`src/rtl/spawn_scheduler.sv`:
```
// Spawn scheduler: draws a lane every INTERVAL ticks and queues it in a small FIFO.
// Optional macro SPAWN_NO_REPEAT_EN bumps a lane that repeats the last pushed lane.
module spawn_scheduler #(
  parameter int INTERVAL = 4,
  parameter int DEPTH    = 4
) (
  input  logic       clk,
  input  logic       rst,
  input  logic [3:0] rand_in,
  input  logic       tick,
  input  logic       enable,
  output logic       spawn_valid,
  output logic [2:0] spawn_lane,
  input  logic       spawn_ready,
  output logic [3:0] pending,
  output logic       overflow
);

  localparam int PW = (DEPTH <= 2) ? 1 : (DEPTH <= 4) ? 2 : 3;

  typedef enum logic [1:0] {IDLE, COUNT, DRAW} state_t;

  state_t          state_q, state_d;
  logic [3:0]      cnt_q, cnt_d;
  logic [2:0]      mem_q [DEPTH];
  logic [2:0]      mem_d [DEPTH];
  logic [PW-1:0]   wr_q, wr_d, rd_q, rd_d, rd_next;
  logic [3:0]      count_q, count_d;
  logic [2:0]      lane_q, lane_d;
  logic            ovf_q, ovf_d;
  logic            draw_ok, push_req, push, pop, full;
  logic [2:0]      raw_lane, push_lane;
`ifdef SPAWN_NO_REPEAT_EN
  logic [2:0]      last_q, last_d;
`endif

  always_comb begin
    draw_ok  = (rand_in >= 4'd1) && (rand_in <= 4'd8);
    raw_lane = 3'(rand_in - 4'd1);
    push_lane = raw_lane;
`ifdef SPAWN_NO_REPEAT_EN
    if (raw_lane == last_q) push_lane = raw_lane + 3'd1;
`endif
    full     = (count_q == 4'(DEPTH));
    pop      = (count_q != 4'd0) && spawn_ready;
    push_req = (state_q == DRAW) && enable && draw_ok;
    // A pop in the same cycle frees the slot, so a full FIFO can still accept.
    push     = push_req && (!full || pop);
    rd_next  = rd_q + PW'(1);
  end

  always_comb begin
    state_d = state_q;
    cnt_d   = cnt_q;
    case (state_q)
      IDLE: begin
        if (enable) state_d = COUNT;
      end
      COUNT: begin
        if (!enable) begin
          state_d = IDLE;
          cnt_d   = 4'd0;
        end else if (tick) begin
          if (cnt_q == 4'(INTERVAL - 1)) begin
            cnt_d   = 4'd0;
            state_d = DRAW;
          end else begin
            cnt_d = cnt_q + 4'd1;
          end
        end
      end
      DRAW: begin
        if (!enable) begin
          state_d = IDLE;
          cnt_d   = 4'd0;
        end else if (draw_ok) begin
          state_d = COUNT;
        end
      end
      default: begin
        state_d = IDLE;
        cnt_d   = 4'd0;
      end
    endcase
  end

  always_comb begin
    mem_d   = mem_q;
    wr_d    = wr_q;
    rd_d    = rd_q;
    count_d = count_q + 4'(push) - 4'(pop);
    lane_d  = lane_q;
    ovf_d   = ovf_q | (push_req && !push);
`ifdef SPAWN_NO_REPEAT_EN
    last_d  = last_q;
    if (push) last_d = push_lane;
`endif
    if (push) begin
      mem_d[wr_q] = push_lane;
      wr_d        = wr_q + PW'(1);
    end
    if (pop) rd_d = rd_q + PW'(1);
    // The output lane register tracks whatever will be the head after this edge.
    if (push && ((count_q == 4'd0) || (pop && count_q == 4'd1)))
      lane_d = push_lane;
    else if (pop && count_q > 4'd1)
      lane_d = mem_q[rd_next];
  end

  always_ff @(posedge clk or posedge rst) begin
    if (rst) begin
      state_q <= IDLE;
      cnt_q   <= 4'd0;
      wr_q    <= '0;
      rd_q    <= '0;
      count_q <= 4'd0;
      lane_q  <= 3'd0;
      ovf_q   <= 1'b0;
      for (int i = 0; i < DEPTH; i++) mem_q[i] <= 3'd0;
`ifdef SPAWN_NO_REPEAT_EN
      last_q  <= 3'd0;
`endif
    end else begin
      state_q <= state_d;
      cnt_q   <= cnt_d;
      wr_q    <= wr_d;
      rd_q    <= rd_d;
      count_q <= count_d;
      lane_q  <= lane_d;
      ovf_q   <= ovf_d;
      for (int i = 0; i < DEPTH; i++) mem_q[i] <= mem_d[i];
`ifdef SPAWN_NO_REPEAT_EN
      last_q  <= last_d;
`endif
    end
  end

  assign spawn_valid = (count_q != 4'd0);
  assign spawn_lane  = lane_q;
  assign pending     = count_q;
  assign overflow    = ovf_q;

endmodule

```
`config.mk`:
```
export PLATFORM = sky130hd
export DESIGN_NAME = spawn_scheduler
export DESIGN_NICKNAME = d
export VERILOG_FILES = /design/src/rtl/spawn_scheduler.sv
export SDC_FILE = /design/constraint.sdc
export NUM_CORES = 1
export LEC_CHECK = 0
export CORE_MARGIN = 5
export CORE_UTILIZATION = 50
export CTS_BUF_LIST = sky130_fd_sc_hd__clkbuf_2
export DETAILED_ROUTE_END_ITERATION = 6
export PLACE_DENSITY_LB_ADDON = 0.25
export SLEW_MARGIN = 10
export SYNTH_ARGS = -nofsm -noshare
export SYNTH_HDL_FRONTEND = slang
export SYNTH_SLANG_ARGS = --single-unit
```
`constraint.sdc`:
```
create_clock -name clk -period 5.3 [get_ports clk]
set_clock_uncertainty 0.05 [all_clocks]
set_input_delay 1.06 -clock clk [delete_from_list [all_inputs] [get_ports clk]]
set_output_delay 1.06 -clock clk [all_outputs]
set_load 0.1 [all_outputs]
```
==> flow_summary.ini <==
[status]
outcome = completed

[sta]
hold_viol_final = 0
rsz0062_at_grt = no
layout_setup_ws_ns = 1.64
setup_viol = 0
timing.setup.tns_ns = 0
min_period_ns = 3.66
maxSlewViolCount = 0
relSlewSlack_pct = 34.8
fin_crit_sh_pct = 69.1
worstMarginPinSlew_ns = 0.975
fmax_ghz = 0.273

[critical_path]
worstReg2RegEnd = pending[1]
required_ns = 4.19
r2r_start = pending[2]
cp-startpoint = pending[2]
crit_path_end_kind = output pin
crit_type = reg2out
cp-start-kind = register
crit_end = spawn_valid
reg2reg_slack_ns = 2.74
cp_max_fo = 6
cp_data_arrival_time_ns = 2.55
r2r_cells = 10

[floorplanning]
initial_utilization_pct = 51.2
die_area_sq_mm = 0.00462
fp.coreArea_sq_mm = 0.00328
die_w_um = 68.0
die_h_um = 68.0
rows = 21
num_io_pins = 18

[logic_synthesis]
yosysTopAreaCell = dfrtp_1
netlist_area_sq_mm = 0.00168
seq_area_frac_synth_pct = 44.7
ys_types = 33
synth_area_leaders = dfrtp_1 45%, ha_1 9.7%, mux2_2 6.0%, o21ai_0 4.2%, mux4_2 4.0%
syn_avg_cell_area_sq_um = 11.1
ys.warnings.count = 0
synthCells = 152
ys_seq_elements = 30
synth_top_cell_area_share_pct = 44.7
synth_nets = 175

[cells_and_area]
antenna_cells = 0
fillerInstances = 309
area_growth_pct = 15.0
multi_input_area_sq_um = 861
regArea_sq_um = 751
layout_commonest_cell = dfrtp_1
drive_gt1_share_pct = 13.8
fin_area_sq_mm = 0.00193
final_cell_mix = 30 x dfrtp_1, 17 x clkdlybuf4s50_1, 16 x inv_1, 14 x o21ai_0, 13 x ha_1
nets = 198

[cts]
post-cts-setup-buffers = 0
cts_buffers = 5
cts_root_buf = clkbuf_2
clkLatencyLatePin_ns = 0.36
htree_num_levels = 2
clock_sinks = 30
cts_hold_buf = 0
cts_repair_resize_count = 0
cts.path.max_buffers = 2
cts_tree = done
clk_pin_slew_ns = 0.15

[power_and_ir_drop]
p_per_area_mw_per_mm2 = 383
leakage_nw = 0.880
ir_worst_vdd_mv = 0.402
p_total_mw = 0.739

[detailed_routing]
via_per_inst = 5.41
drc_errors = 0
vias = 1190
wire_per_inst_um = 14.5
postRouteAntennaNets = 0
dr.pass1.iters = 4
drt_iter0_drc = 69
finalWirelength_mm = 3.19

[placed_design]
io_buffer_count = 17
dp_hpwl_mm = 2.46
preCtsSetupSlack_ns = 1.39
globalplace.congestion = 0.824
post_dp_cell_area_sq_mm = 0.00190

[global_routing]
grt_max_degree = 31
grt_pass1_vias = 1280
gr-total-overflow = 0
antenna_found_initial = 0
grt.total_usage_pct = 16.6
grt_pass1_wl_mm = 5.74

[hold_path]
min_path_type = reg2reg

[flow_run]
maxCapViolations = 0
## logic make-up (layout without fill, tap and decap cells)
| group | count (synthesis) | after routing | synth area share, % |
|---|---|---|---|
| DFF | 30 | 30 | 44.7 |
| buffers and inverters | 18 | 40 | 4.09 |
| AOI/OAI and AO/OA | 34 | 34 | 14.0 |
| adders and majority gates | 14 | 14 | 10.9 |
| and+or+nand+nor | 38 | 38 | 13.2 |
| muxes | 12 | 12 | 10.1 |
| xor gates and xnor gates | 6 | 6 | 3.13 |
## cells in the mapped netlist (all sizes together)
library cell / n
a21boi: 1
a21o: 1
a21oi: 3
and2b: 2
and3: 1
buf: 1
dfrtp: 30
fa: 1
ha: 13
inv: 17
mux2: 9
mux4: 3
nand2: 8
nand2b: 4
nand3: 2
nand3b: 3
nand4b: 1
nor2: 6
nor2b: 4
nor3b: 1
o2111ai: 1
o21a: 2
o21ai: 14
o221ai: 3
o22ai: 1
o31ai: 7
o41ai: 1
or2: 3
or3b: 1
or4: 1
or4b: 1
xnor2: 3
xor2: 3
## worst min path at each step
stage / startpoint / to / slack, ns / depth (start not counted)
floorplan: cnt_q[3] / cnt_q[3] / 0.42 / 1
global placement: overflow / overflow / 0.41 / 2
detailed placement: overflow / overflow / 0.41 / 2
CTS: overflow / overflow / 0.44 / 2
global route: overflow / overflow / 0.48 / 2
finish: overflow / overflow / 0.43 / 2
## flip-flops by register name, indices dropped and copies added (netlist names)
signal / count
mem_q: 12
cnt_q: 4
wr_q: 2
rd_q: 2
pending: 4
state_q: 2
overflow: 1
spawn_lane: 3
## area by class of cell
class / count / area share [%]
flip-flops and latches: 30 / 38.9
repair buffers: 17 / 8.81
inverters: 17 / 3.30
multi-input cells: 104 / 44.6
clock inverters: 1 / 0.194
clock buffers: 5 / 1.30
well taps: 46 / 2.98
## report_power, final
group / switching [mW] / internal (mW) / total, mW
combinational: 0.231 / 0.111 / 0.342
sequential: 0.0395 / 0.258 / 0.298
clock: 0.0738 / 0.0262 / 0.100
## through the flow
stage                     hold WS (ns)  utilization (%)  instances
final                            0.433             58.8        220
after global routing             0.481             58.8        220
after CTS                        0.442             58.8        220
after detailed placement         0.412             57.9        214
after global placement           0.409             57.9        214
after floorplan                  0.418                -        152
## critical path, stage by stage (launching register included)
cell             delay (ns)
dfrtp_1                0.40
inv_1                  0.09
ha_1                   0.23
nand2b_1               0.20
or2_2                  0.15
clkdlybuf4s50_1        1.12
## metal layers
| layer | vias up | share of wire (%) | track usage (%) | routed length (um) |
|---|---|---|---|---|
| met2 | 31 | 48 | 26.6 | 1550 |
| li1 | 582 | - | - | - |
| met3 | 6 | 6.1 | 5.91 | 196 |
| met4 | 0 | 1.2 | 4.47 | 37 |
| met5 | - | 0 | 0 | 0 |
| met1 | 571 | 44 | 21.2 | 1410 |
(Power assumes the default switching activity.)
